--- config.mk ---
export PLATFORM = sky130hd
export DESIGN_NAME = pipeline_hazard_controller
export DESIGN_NICKNAME = d
export VERILOG_FILES = /design/src/rtl/pipeline_hazard_controller.sv
export SDC_FILE = /design/constraint.sdc
export NUM_CORES = 1
export LEC_CHECK = 0
export ABC_AREA = 1
export CAP_MARGIN = 20
export CORE_ASPECT_RATIO = 1.4
export CORE_MARGIN = 2
export CORE_UTILIZATION = 54
export CTS_BUF_LIST = sky130_fd_sc_hd__clkbuf_8
export DETAILED_ROUTE_END_ITERATION = 10
export GPL_TIMING_DRIVEN = 0
export PLACE_DENSITY = 0.83
export SLEW_MARGIN = 30
export SYNTH_ARGS = -nofsm -noshare
export SYNTH_HDL_FRONTEND = slang
export SYNTH_SLANG_ARGS = --single-unit
--- constraint.sdc ---
create_clock -name clk -period 3.5 [get_ports clk]
set_input_delay 1.05 -clock clk [delete_from_list [all_inputs] [get_ports clk]]
set_output_delay 1.05 -clock clk [all_outputs]
set_load 0.02 [all_outputs]
--- src/rtl/pipeline_hazard_controller.sv ---
// pipeline_hazard_controller
// Central stall/flush sequencer for the 5-stage pipeline. It sits beside
// decode and combines load-use, branch-operand, multi-cycle EX and data-memory
// wait conditions into one prioritised set of pipeline register controls.
// Two saturating performance counters record stall cycles and branch redirects.

module pipeline_hazard_controller #(
  parameter int FLUSH_CYCLES    = 1,
  parameter int LOAD_USE_CYCLES = 1,
  parameter int CNT_WIDTH       = 32
) (
  input  logic                 clk,
  input  logic                 rst,
  input  logic [4:0]           if_id_rs1,
  input  logic [4:0]           if_id_rs2,
  input  logic                 if_id_uses_rs1,
  input  logic                 if_id_uses_rs2,
  input  logic                 if_id_is_branch,
  input  logic                 id_ex_MemRead,
  input  logic                 id_ex_RegWrite,
  input  logic [4:0]           id_ex_rd,
  input  logic                 branch_taken,
  input  logic                 ex_busy,
  input  logic                 mem_stall,
  output logic                 PCWrite,
  output logic                 FetchWrite,
  output logic                 if_id_flush,
  output logic                 id_ex_bubble,
  output logic                 id_ex_write,
  output logic                 ex_mem_write,
  output logic                 ex_mem_bubble,
  output logic [CNT_WIDTH-1:0] stall_count,
  output logic [CNT_WIDTH-1:0] flush_count
);

  typedef enum logic [1:0] {
    RUN        = 2'd0,
    LOAD_STALL = 2'd1,
    FLUSH      = 2'd2,
    MEM_WAIT   = 2'd3
  } state_t;

  // Down-counter load values. A load-use hazard spends its first bubble cycle
  // in RUN, so LOAD_STALL covers the remaining LOAD_USE_CYCLES-1 cycles. A
  // taken branch spends its first flush cycle in RUN and FLUSH exits after the
  // cycle where cnt is already zero, so it is loaded with FLUSH_CYCLES-2.
  localparam logic [1:0] LOAD_CNT_INIT =
    2'((LOAD_USE_CYCLES > 1) ? (LOAD_USE_CYCLES - 1) : 0);
  localparam logic [1:0] FLUSH_CNT_INIT =
    2'((FLUSH_CYCLES > 1) ? (FLUSH_CYCLES - 2) : 0);

  localparam logic [CNT_WIDTH-1:0] CNT_MAX = '1;
  localparam logic [CNT_WIDTH-1:0] CNT_ONE = CNT_WIDTH'(1);

  state_t     state;
  state_t     state_next;
  state_t     saved_state;
  state_t     saved_state_next;
  state_t     eff_state;
  logic [1:0] cnt;
  logic [1:0] cnt_next;

  logic       src_match;
  logic       rd_nonzero;
  logic       load_use;
  logic       br_dep;
  logic       take_branch;

  logic       core_pc_write;
  logic       core_fetch_write;
  logic       core_if_id_flush;
  logic       core_id_ex_bubble;
  logic       core_id_ex_write;
  logic       core_ex_mem_write;
  logic       core_ex_mem_bubble;

  // Hazard detection: compare decode sources with the EX destination; x0 never matches.
  always_comb begin
    src_match  = (if_id_uses_rs1 && (if_id_rs1 == id_ex_rd)) ||
                 (if_id_uses_rs2 && (if_id_rs2 == id_ex_rd));
    rd_nonzero = (id_ex_rd != 5'd0);
    load_use   = id_ex_MemRead && rd_nonzero && src_match;
    br_dep     = if_id_is_branch && id_ex_RegWrite && !id_ex_MemRead &&
                 rd_nonzero && src_match;
  end

  // While frozen the state register holds MEM_WAIT; decisions use the state saved on entry.
  always_comb begin
    eff_state = (state == MEM_WAIT) ? saved_state : state;
  end

  // Prioritised next-state and control decision for the current cycle.
  always_comb begin
    core_pc_write      = 1'b1;
    core_fetch_write   = 1'b1;
    core_if_id_flush   = 1'b0;
    core_id_ex_bubble  = 1'b0;
    core_id_ex_write   = 1'b1;
    core_ex_mem_write  = 1'b1;
    core_ex_mem_bubble = 1'b0;
    state_next         = eff_state;
    saved_state_next   = saved_state;
    cnt_next           = cnt;
    take_branch        = 1'b0;

    if (mem_stall) begin
      core_pc_write     = 1'b0;
      core_fetch_write  = 1'b0;
      core_id_ex_write  = 1'b0;
      core_ex_mem_write = 1'b0;
      state_next        = MEM_WAIT;
      saved_state_next  = eff_state;
    end else if (ex_busy) begin
      core_pc_write      = 1'b0;
      core_fetch_write   = 1'b0;
      core_id_ex_write   = 1'b0;
      core_ex_mem_bubble = 1'b1;
    end else if (eff_state == FLUSH) begin
      core_if_id_flush = 1'b1;
      if (cnt == 2'd0) begin
        state_next = RUN;
      end else begin
        cnt_next = cnt - 2'd1;
      end
    end else if ((eff_state == LOAD_STALL) || load_use) begin
      core_pc_write     = 1'b0;
      core_fetch_write  = 1'b0;
      core_id_ex_bubble = 1'b1;
      if (eff_state == LOAD_STALL) begin
        if (cnt <= 2'd1) begin
          state_next = RUN;
          cnt_next   = 2'd0;
        end else begin
          cnt_next = cnt - 2'd1;
        end
      end else if (LOAD_USE_CYCLES > 1) begin
        state_next = LOAD_STALL;
        cnt_next   = LOAD_CNT_INIT;
      end
    end else if (br_dep) begin
      core_pc_write     = 1'b0;
      core_fetch_write  = 1'b0;
      core_id_ex_bubble = 1'b1;
    end else if (branch_taken) begin
      core_if_id_flush = 1'b1;
      take_branch      = 1'b1;
      if (FLUSH_CYCLES > 1) begin
        state_next = FLUSH;
        cnt_next   = FLUSH_CNT_INIT;
      end
    end
  end

  // Reset forces a safe control word so nothing advances while rst is high.
  always_comb begin
    if (rst) begin
      PCWrite       = 1'b0;
      FetchWrite    = 1'b0;
      if_id_flush   = 1'b1;
      id_ex_bubble  = 1'b1;
      id_ex_write   = 1'b1;
      ex_mem_write  = 1'b1;
      ex_mem_bubble = 1'b1;
    end else begin
      PCWrite       = core_pc_write;
      FetchWrite    = core_fetch_write;
      if_id_flush   = core_if_id_flush;
      id_ex_bubble  = core_id_ex_bubble;
      id_ex_write   = core_id_ex_write;
      ex_mem_write  = core_ex_mem_write;
      ex_mem_bubble = core_ex_mem_bubble;
    end
  end

  // State, saved state and down-counter registers.
  always_ff @(posedge clk) begin
    if (rst) begin
      state       <= RUN;
      saved_state <= RUN;
      cnt         <= 2'd0;
    end else begin
      state       <= state_next;
      saved_state <= saved_state_next;
      cnt         <= cnt_next;
    end
  end

  // Saturating performance counters for stall cycles and accepted branch redirects.
  always_ff @(posedge clk) begin
    if (rst) begin
      stall_count <= '0;
      flush_count <= '0;
    end else begin
      if (!core_pc_write && (stall_count != CNT_MAX)) begin
        stall_count <= stall_count + CNT_ONE;
      end
      if (take_branch && (flush_count != CNT_MAX)) begin
        flush_count <= flush_count + CNT_ONE;
      end
    end
  end

endmodule

==> flow_summary.ini <==
[outcome]
run_status = finished, final reports clean

[setup_path]
slowest_delay_ns = 0.40
cp.required_ns = 2.45
path_delay_family = buffers and inverters
crit_chain = clkdlybuf4s50_1 > nand2_1 > inv_1 > o22ai_2 > inv_1 > nand2_2 > nand3_1 > a31oi_1 > buf_4
path_class = in2out
crit_fanout = 3
start_kind = input port
crit_buf_inv = 4
cp_slowest_cell = clkdlybuf4s50_1
worstPathArrival_ns = 2.36
endpoint_kind = output port
cp_common_cell = inv_1

[cells_and_area]
design_area_mm2 = 0.00612
fillers = 789
layout-drive-gt1-share_pct = 7.92
fin_nets = 900
layout_commonest_cell = nand2_1
insertedDiodeCount = 0
area_growth_pct = 28.2
layout_common_cells = nand2_1 (216), nand3_1 (88), nor2_1 (82)

[grt]
grt_pass1_wl_mm = 24.4
grt_overflow_total = 0
track_usage_pct = 31.4
grt_pass1_vias = 5251
grt_max_degree = 19
antenna_found_initial = 0

[yosys]
postSynthAreaPerCell_um2 = 6.28
netlist_area_mm2 = 0.00477
seq_area_frac_synth_pct = 29.4
synth_fp_nets = 794
synth_area_leaders = dfxtp_1 (29%), nand2_1 (17%), nand3_1 (9.2%)
yosys.area.top_type_share_pct = 29.4
synth_cells = 760
ys_ff_latch = 70
yosysTopAreaCell = dfxtp_1
synth_cell_types = 34
ys_warn_count = 0

[timing]
slew_viol_final = 0
finClkSkew_ns = 0.0167
period_needed_ns = 3.41
rsz0062_at_grt = no
setup_viol = 0
hold_viol = 0
relSlewSlack_pct = 52.1
fmax_ghz = 0.293
timing.final.crit_share_pct = 97.4
worst_pin_slew_ns = 0.713

[drt]
drt-total-wl_mm = 15.4
vias = 5502
avgRoutedWirePerCell_um = 15.8
firstDrtPassIters = 5
viasPerCell = 5.64
remaining_drc_errors = 0
drtIter0Drc = 365
ant_nets = 0

[pwr]
total_power_mw = 1.76
p_leak_nw = 2.36
pwr_density_cell_mw_per_mm2 = 287
ir_worst_vdd_uv = 281

[clocking]
cts_hold_buf = 0
clock-sinks = 70
clkTransAtPathRegs_ns = 0.08
clockBufferDepth = 2
clk_latency_ns = 0.37
cts-buffers-inserted = 9
htree_num_levels = 3
cts_tree = yes
root_buffer = clkbuf_8

[place]
hpwl_mm = 11.9
dpl_cell_area_mm2 = 0.00586
port_buffers = 95
place_congestion = 1.00

[floorplan]
die_h_um = 115
die_area_mm2 = 0.00962
start_util_pct = 55.5
die_width_um = 83.5
core.rowCount = 40
boundaryPins = 96
core-area_mm2 = 0.00861

[run]
maxCapViolations = 0

[hold_path]
hp-class = reg2reg
## cell usage after synthesis, drive strengths merged
master and count:
inv 71, xor2 31, a31oi 1, clkbuf 13, nor3 31, o22ai 1
a211oi 5, a21oi 64, nand3b 8, nand4 13, o21ai 6, nand2 222
nor4 1, xnor2 15, buf 16, nor2 88, o21bai 1, a221oi 1
dfxtp 70, o211ai 1, nand3 89, nor3b 3, ha 9
## flip-flops by register name, indices dropped and copies added, names as in the netlist
name,flops
cnt,2
flush_count,32
saved_state,2
stall_count,32
state,2
## worst paths after layout
path                                 startpoint              end  slack, ns  depth (start not counted)
worst min register to register  stall_count[30]  stall_count[30]       0.52                          2
worst max register to register         state[1]  flush_count[29]       0.99                         10
worst max-delay path            if_id_is_branch      if_id_flush       0.09                          9
worst min-delay path            stall_count[30]  stall_count[30]       0.52                          2
## worst register-to-register path: cells and delay by family, from the launching register on
family | cells | cell delay (ns)
buf+inv | 4 | 0.74
compound gates | 2 | 0.60
simple gates | 3 | 0.54
flops | 1 | 0.31
fa+ha+maj | 1 | 0.26
## routing by layer
layer | track usage (%) | routed length, µm | vias to the layer above
li1 | - | - | 2675
met1 | 31.6 | 5610 | 2535
met2 | 61.0 | 8230 | 235
met3 | 4.88 | 780 | 57
met4 | 18.3 | 775 | 0
met5 | 0 | 0 | -
## cell type report
| class | instances | area (µm²) | share of cell area, % |
|---|---|---|---|
| plain buffers | 26 | 136 | 2.23 |
| clock buffers | 9 | 124 | 2.02 |
| repair buffers | 98 | 967 | 15.8 |
| inverters | 71 | 267 | 4.35 |
| well taps | 105 | 131 | 2.15 |
| multi-input cells | 590 | 3000 | 49.1 |
| flip-flops and latches | 70 | 1400 | 22.9 |
| clock inverters | 7 | 90.1 | 1.47 |
## cells by family after synthesis
| logic type | Yosys count | synth area share (%) |
|---|---|---|
| xor+xnor | 46 | 8.44 |
| compound gates | 80 | 9.67 |
| simple gates | 455 | 41.5 |
| flops | 70 | 29.4 |
| buf+inv | 100 | 8.68 |
| fa+ha+maj | 9 | 2.36 |
## where the power goes
group	switching (mW)	internal, mW
sequential	0.0113	0.806
clock	0.342	0.398
combinational	0.123	0.0778
total	0.477	1.28
## stage by stage
step	worst slack (ns)	hold slack (ns)	TNS, ns	cells	utilization [%]
final	0.0926	0.523	0	976	71.1
after global routing	0.00948	0.553	0	976	71.1
after CTS	0.000376	0.528	0	976	70.7
after detailed placement	-1.08	0.515	-3.74	960	68.1
after global placement	-0.991	0.497	-3.45	960	68.1
after floorplan	0.110	0.490	0	760	-
## timing repair
| item | in CTS | in global routing |
|---|---|---|
| setup buffers | 3 | 0 |
| gates resized for setup | 45 | 15 |
| pin swaps | 7 | 8 |
| endpoints found under the setup margin | 7 | 5 |
Power figures use the tool's default switching activity.
